`config.mk`:
```
export PLATFORM = sky130hd
export DESIGN_NAME = iterative_alu
export DESIGN_NICKNAME = d
export VERILOG_FILES = /design/src/rtl/iterative_alu_pkg.sv /design/src/rtl/alu_shift_step.sv /design/src/rtl/iterative_alu.sv
export SDC_FILE = /design/constraint.sdc
export NUM_CORES = 1
export LEC_CHECK = 0
export BUFFER_PORTS_ARGS = -buffer_cell sky130_fd_sc_hd__buf_2
export CORE_ASPECT_RATIO = 0.75
export CORE_MARGIN = 1
export CORE_UTILIZATION = 60
export DETAILED_ROUTE_END_ITERATION = 12
export GPL_ROUTABILITY_DRIVEN = 0
export MAX_ROUTING_LAYER = met4
export PLACE_DENSITY = 0.8
export SLEW_MARGIN = 0
export SYNTH_ARGS = -nofsm -noshare
export SYNTH_HDL_FRONTEND = slang
export SYNTH_HIERARCHICAL = 1
export SYNTH_SLANG_ARGS = --single-unit
```
`constraint.sdc`:
```
create_clock -name clk -period 11.5 [get_ports clk]
set_clock_uncertainty 0.15 [all_clocks]
set_input_delay 2.3 -clock clk [delete_from_list [all_inputs] [get_ports clk]]
set_output_delay 2.3 -clock clk [all_outputs]
set_load 0.03 [all_outputs]
```
`src/rtl/iterative_alu_pkg.sv`:
```
// iterative_alu_pkg: shared op codes, FSM state encodings and counter width for iterative_alu
package iterative_alu_pkg;
  localparam logic [3:0] ALU_ADD = 4'b0000;
  localparam logic [3:0] ALU_SUB = 4'b0001;
  localparam logic [3:0] ALU_OR  = 4'b0010;
  localparam logic [3:0] ALU_AND = 4'b0011;
  localparam logic [3:0] ALU_SLL = 4'b0100;
  localparam logic [3:0] ALU_SRL = 4'b0101;
  localparam logic [3:0] ALU_MUL = 4'b1000;
  localparam logic [1:0] S_IDLE = 2'd0;
  localparam logic [1:0] S_EXEC = 2'd1;
  localparam logic [1:0] S_DONE = 2'd2;
  localparam int CNT_W = 5;
  function automatic logic is_shift(input logic [3:0] op);
    return op == ALU_SLL || op == ALU_SRL;
  endfunction
endpackage

```
`src/rtl/alu_shift_step.sv`:
```
// alu_shift_step: one combinational iteration (shift left, shift right, or shift-add when ITERATIVE_ALU_MUL_EN)
//   en: perform a step, otherwise pass registers through; op: latched op code
//   a/b/acc: working register, multiplier, product accumulator; *_nxt: their next values
module alu_shift_step
  import iterative_alu_pkg::*;
#(
  parameter int DATA_WIDTH = 32
) (
  input  logic                  en,
  input  logic [3:0]            op,
  input  logic [DATA_WIDTH-1:0] a,
  input  logic [DATA_WIDTH-1:0] b,
  input  logic [DATA_WIDTH-1:0] acc,
  output logic [DATA_WIDTH-1:0] a_nxt,
  output logic [DATA_WIDTH-1:0] b_nxt,
  output logic [DATA_WIDTH-1:0] acc_nxt
);
  logic mul;
`ifdef ITERATIVE_ALU_MUL_EN
  assign mul = en && op == ALU_MUL;
  assign acc_nxt = mul ? acc + (b[0] ? a : '0) : acc;
  assign b_nxt = mul ? b >> 1 : b;
`else
  assign mul = 1'b0;
  assign acc_nxt = acc;
  assign b_nxt = b;
`endif
  always_comb begin
    a_nxt = a;
    a_nxt = !en ? a : (op == ALU_SLL || mul) ? a << 1 : op == ALU_SRL ? a >> 1 : a;
  end
endmodule

```
`src/rtl/iterative_alu.sv`:
```
// iterative_alu: multi-cycle ALU with start/busy/done handshake; MUL enabled by ITERATIVE_ALU_MUL_EN
//   clk, reset (sync, active-low), start_i, ALU_Operation_i, A_i, B_i in;
//   busy_o, done_o (one-cycle pulse), result_o and zero_o (registered, held) out
module iterative_alu
  import iterative_alu_pkg::*;
#(
  parameter int DATA_WIDTH = 32
) (
  input  logic                  clk,
  input  logic                  reset,
  input  logic                  start_i,
  input  logic [3:0]            ALU_Operation_i,
  input  logic [DATA_WIDTH-1:0] A_i,
  input  logic [DATA_WIDTH-1:0] B_i,
  output logic                  busy_o,
  output logic                  done_o,
  output logic [DATA_WIDTH-1:0] result_o,
  output logic                  zero_o
);
  logic [1:0] state;
  logic [CNT_W-1:0] cnt, cnt_load;
  logic [3:0] op_r;
  logic [DATA_WIDTH-1:0] a_r, b_r, acc, a_nxt, b_nxt, acc_nxt, res;
  logic is_mul, en, last;
`ifdef ITERATIVE_ALU_MUL_EN
  assign is_mul = op_r == ALU_MUL;
  assign cnt_load = is_shift(ALU_Operation_i) ? B_i[CNT_W-1:0] : ALU_Operation_i == ALU_MUL ? '1 : '0;
`else
  assign is_mul = 1'b0;
  assign cnt_load = is_shift(ALU_Operation_i) ? B_i[CNT_W-1:0] : '0;
`endif
  // A multiply steps on every count down to and including 0; a shift by N steps only while the count is nonzero,
  // so its final shift and the result write share the edge where the count is 1.
  assign en = is_mul || (is_shift(op_r) && cnt != '0);
  assign last = is_mul ? cnt == '0 : cnt <= 1;
  assign busy_o = state != S_IDLE;
  assign done_o = state == S_DONE;
  alu_shift_step #(.DATA_WIDTH(DATA_WIDTH)) u_step (
    .en(en), .op(op_r), .a(a_r), .b(b_r), .acc(acc),
    .a_nxt(a_nxt), .b_nxt(b_nxt), .acc_nxt(acc_nxt)
  );
  always_comb begin
    res = '0;
    res = op_r == ALU_ADD ? a_r + b_r :
          op_r == ALU_SUB ? a_r - b_r :
          op_r == ALU_OR  ? a_r | b_r :
          op_r == ALU_AND ? a_r & b_r :
          is_shift(op_r)  ? a_nxt :
          is_mul          ? acc_nxt : '0;
  end
  always_ff @(posedge clk) begin
    if (!reset) begin
      state <= S_IDLE;
      cnt <= '0;
      result_o <= '0;
      zero_o <= 1'b1;
    end else begin
      case (state)
        S_IDLE: if (start_i) begin
          state <= S_EXEC;
          op_r <= ALU_Operation_i;
          a_r <= A_i;
          b_r <= B_i;
          acc <= '0;
          cnt <= cnt_load;
        end
        S_EXEC: begin
          a_r <= a_nxt;
          b_r <= b_nxt;
          acc <= acc_nxt;
          cnt <= cnt == '0 ? cnt : cnt - 1'b1;
          if (last) begin
            result_o <= res;
            zero_o <= res == '0;
            state <= S_DONE;
          end
        end
        default: state <= S_IDLE;
      endcase
    end
  end
endmodule
```
# Yosys cells after proc, flatten, opt, wreduce, memory -nomap -nowiden
# Cells that the tools add are included.
[word_totals]
input_bits = 71
word_cells = 57
reg_bits = 108
[classes]
eq_ne = 12
reduce_logical = 15
n_bitwise = 2
n_mux = 17
n_lt_le_gt_ge = 1
addsub = 3
[op_table]
columns = ["op", "count"]
rows = [
  ["32-bit two-way mux", 9],
  ["32-bit one-hot mux with 2 select lines", 1],
  ["32-bit adder", 1],
  ["32-bit AND", 1],
  ["32-bit logical NOT", 1],
  ["32-bit OR", 1],
  ["32-bit subtractor", 1],
  ["4-bit by 3-bit equality test with 1-bit output (second input constant)", 4],
  ["5-bit two-way mux", 3],
  ["5-bit one-hot mux with 2 select lines", 1],
  ["3-bit AND reduction", 3],
  ["4-bit by 2-bit equality test with 1-bit output (second input constant)", 2],
  ["2-bit != test (second input constant)", 3],
  ["5-bit by 1-bit less-or-equal comparator with 1-bit output (second input constant)", 1],
  ["5-bit logical NOT", 1],
  ["5-bit nonzero test", 1],
  ["5-bit by 1-bit subtractor with 5-bit output (second input constant)", 1],
  ["4-bit by 1-bit equality test with 1-bit output (second input constant)", 1],
  ["4-bit logical NOT", 1],
  ["2-bit two-way mux", 2],
  ["2-bit one-hot mux with 2 select lines", 1],
  ["2-bit AND reduction", 2],
  ["2-bit nonzero test", 2],
  ["2-bit by 1-bit equality test with 1-bit output (second input constant)", 1],
  ["4 further kinds", 5],
]

# Longest topological paths before layout
[depth]
ltp_word = 10
mapped_depth = 20
ltp_nobuf = 15

# By module
# The synthesis kept the hierarchy.
[modules_own_cells]
columns = ["module", "area_each_um2", "cells_each", "instances", "seq_area_each_um2"]
rows = [
  ["iterative_alu", 10510.1, 1283, 1, 3803.6],
  ["alu_shift_step", 1530.2, 138, 1, 0.0],
]

# Worst setup path before layout
# No wires, ideal clock.
[synth_path]
kind = "input port to flip-flop"
startpoint = "in reset"
endpoint = "reg a_r[0], enable pin"
path_slack_ns = 1.344
cell_stages = 4
t_arrival_ns = 9.337
n_path_buf = 2
path_cell_list = "inv_1 > clkbuf_1 > buf_1 > nor3_1"
[synth_via]
elab_chain_len = 1
[synth_lines]
columns = ["element", "line_no", "text"]
rows = [
  ["start: declaration", "iterative_alu.sv:10", "input logic reset,"],
  ["3-bit AND reduction (no line)", "n/a", ""],
  ["end signal: assignment", "iterative_alu.sv:62", "a_r <= A_i;"],
  ["end signal: assignment", "iterative_alu.sv:68", "a_r <= a_nxt;"],
  ["end: declaration", "iterative_alu.sv:23", "logic [DATA_WIDTH-1:0] a_r, b_r, acc, a_nxt, b_nxt, acc_nxt, res;"],
]
# Every way passes these cells.
# A chain may end at the register's enable or synchronous reset.

# Final worst setup path
[layout_path]
startpoint = "reg op_r[1]"
endpoint = "reg zero_o"
[layout_via]
elab_chain_len = 10
word_cells_on_any_way = 17
[layout_lines]
columns = ["element", "line_no", "text"]
rows = [
  ["start: declaration", "iterative_alu.sv:22", "logic [3:0] op_r;"],
  ["start signal: assignment", "iterative_alu.sv:61", "op_r <= ALU_Operation_i;"],
  ["4-bit by 3-bit equality test with 1-bit output", "iterative_alu_pkg.sv:15", "return op == ALU_SLL || op == ALU_SRL;"],
  ["1-bit logical OR *", "iterative_alu_pkg.sv:15", ""],
  ["1-bit logical AND *", "iterative_alu.sv:34", "assign en = is_mul || (is_shift(op_r) && cnt != '0);"],
  ["via en", "iterative_alu.sv:24", "logic is_mul, en, last;"],
  ["32-bit two-way mux *", "alu_shift_step.sv:30", "a_nxt = !en ? a : (op == ALU_SLL || mul) ? a << 1 : op == ALU_SRL ? a >> 1 : a;"],
  ["via a_nxt[2]", "iterative_alu.sv:23", ""],
  ["32-bit two-way mux *", "iterative_alu.sv:48", "is_shift(op_r) ? a_nxt :"],
  ["32-bit two-way mux *", "iterative_alu.sv:47", "op_r == ALU_AND ? a_r & b_r :"],
  ["32-bit two-way mux *", "iterative_alu.sv:46", "op_r == ALU_OR ? a_r | b_r :"],
  ["32-bit two-way mux *", "iterative_alu.sv:45", "op_r == ALU_SUB ? a_r - b_r :"],
  ["32-bit two-way mux *", "iterative_alu.sv:44", "res = op_r == ALU_ADD ? a_r + b_r :"],
  ["32-bit logical NOT *", "iterative_alu.sv:74", "zero_o <= res == '0;"],
  ["end signal: assignment", "iterative_alu.sv:56", "zero_o <= 1'b1;"],
  ["end signal: assignment", "iterative_alu.sv:74", ""],
  ["end: declaration", "iterative_alu.sv:18", "output logic zero_o"],
]
# The timed path passes the listed nets; every way through them passes the cells marked *.

==> run metrics <==
Bufs and invs on worst path 1; deepest clock path buffer count 2; Netlist Area Pre-Place around 11000 um2; most frequent cells in the layout nand2_1, buf_2, ha_1; wire length of the first global-routing pass around 47000 um; min Tclk post-route 5290 ps; fill count 1473; Cells after Synth 1323; initial core utilization around 62%; Max-cap violations 0; vias in the first global route 8650; # DRC 0; syn nets ~1500; register area 2840 um2; Peak VDD IR about 140 uV; CP peak stage delay 650 ps; # hold bufs at CTS 0; CTS resizes 0; DRT antenna net count 0; RSZ-0062 raised after global routing false; Final Hold Fails 0; final setup TNS 0 ps; die footprint 18300 um2; CP Max Fanout 32; drt pass-1 iters 7; CTS Buf Count 9; GRT overflow 0; fin. max-slew vios 0; dpl hpwl 22500 um; detailed-route vias per instance 6.31; CP required roughly 12000 ps; Final nets 1512; largest net degree at the start of global routing 84; most common cell after layout, fill and taps aside nand2_1; # H-tree levels 3; post-route cell area 11200 um2; core area 17100 um2; root buffer cell clkbuf_16; PD cells roughly 150 nW/um2; WL/cell between 15 and 20 um; Total GRT Usage 34.5%; final wirelength around 30000 um; Arr. time, crit path 5440 ps; Worst Hold Class reg2reg; critical path's slowest cell nor2b_1; Setup crit end kind flop; relative slew slack 32.4%; slack of the critical path 6210 ps; Mean Syn Cell Area 8.04 um2; Die Y 117 um; endpoints failing setup 0; Period Utilization, post-route 46.0%; Setup WS pre-CTS 6500 ps; Max Clk Rate 0.189 GHz; layout cell share with drive strength beyond 1 16.9%; initial antenna violation count 0; Top Family by Delay on Critical Path simple AND/OR/NAND/NOR gates; Worst-Skew Late Latency 380 ps; input/output buffers 105; area grow syn2layout 5.64%; Setup crit start kind flop; status finished clean; LEAKAGE around 5 nW; IO Pins 106; CTS tree built; vias 9983; worst-path cell chain nor2b_1 > nor2b_1 > a21boi_0 > and4bb_2 > buf_4 > mux2_2 > nand2_1 > a221oi_1 > a21oi_1 > nand3_1 > nor4b_1 > nand4b_1 > or4_1 > nor4_1 > nand4_1 > o21ai_1; area of the multi-input gates ~7000 um2; Post-CTS Setup Repair Bufs 0; Initial DRC Count 1360; Top cell by count, worst path nor2b_1; critical path class reg2reg; CTS Sinks 108; row count 41; Clock Pin Slew Worst Setup and Hold Paths roughly 80 ps; Worst-Margin Slew 1000 ps; Die X 156 um; placed instance area 10900 um2; Syn. warnings 6
-- power breakdown --
group          internal [mW]  leakage [nW]  switching [mW]
clock                  0.150         0.139           0.157
combinational          0.309          4.03           0.549
sequential             0.490         0.972          0.0666
total                  0.949          5.14           0.772
-- path summary, 6_finish.rpt --
path	cells after the start	slack [ps]	from	endpoint
setup / recovery	16	6210	op_r[1]$_DFFE_PP_	zero_o$_SDFFE_PN1P_
hold / removal	2	310	result_o[11]$_SDFFE_PN0P_	result_o[11]$_SDFFE_PN0P_
setup reg to reg	16	6210	op_r[1]$_DFFE_PP_	zero_o$_SDFFE_PN1P_
hold reg to reg	2	310	result_o[11]$_SDFFE_PN0P_	result_o[11]$_SDFFE_PN0P_
-- worst reg2reg max path, stage by stage (launching register included) --
cell and delay, ps:
edfxtp_1 480, nor2b_1 650, nor2b_1 260, a21boi_0 210
and4bb_2 240, buf_4 480, mux2_2 430, nand2_1 60
a221oi_1 70, a21oi_1 240, nand3_1 130, nor4b_1 590
nand4b_1 170, or4_1 430, nor4_1 360, nand4_1 130
o21ai_1 130
-- registers in the layout, summed over array words and instances (netlist names) --
register	count
b_r	32
zero_o	1
op_r	4
cnt	5
a_r	32
result_o	32
state	2
-- layout make-up --
| class | count | share of cell area [%] |
|---|---|---|
| Clock inverter | 6 | 0.457 |
| Tap cell | 236 | 2.63 |
| Multi-Input combinational cell | 1002 | 60.5 |
| Sequential cell | 108 | 25.3 |
| Timing Repair Buffer | 120 | 5.68 |
| Antenna cell | 1 | 0.0223 |
| Inverter | 100 | 3.34 |
| Clock buffer | 10 | 2.04 |
-- per-stage QoR --
step	hold slack, ps	total power [mW]	util, %	cells
after detailed placement	306	1.39	64.1	1566
after global placement	301	1.37	64.1	1566
final	314	1.72	65.7	1583
after global routing	328	1.82	65.7	1582
after floorplan	305	1.19	-	1323
after CTS	316	1.69	65.7	1582
-- routing by layer --
metal | global-route usage, % | up-vias | part of all wire (%)
met5 | - | - | 0
met4 | 7.65 | 0 | 1.5
met3 | 13.9 | 57 | 15
met2 | 42.5 | 643 | 36
met1 | 50.8 | 4606 | 47
li1 | - | 4677 | -
Power figures use the tool's default switching activity.
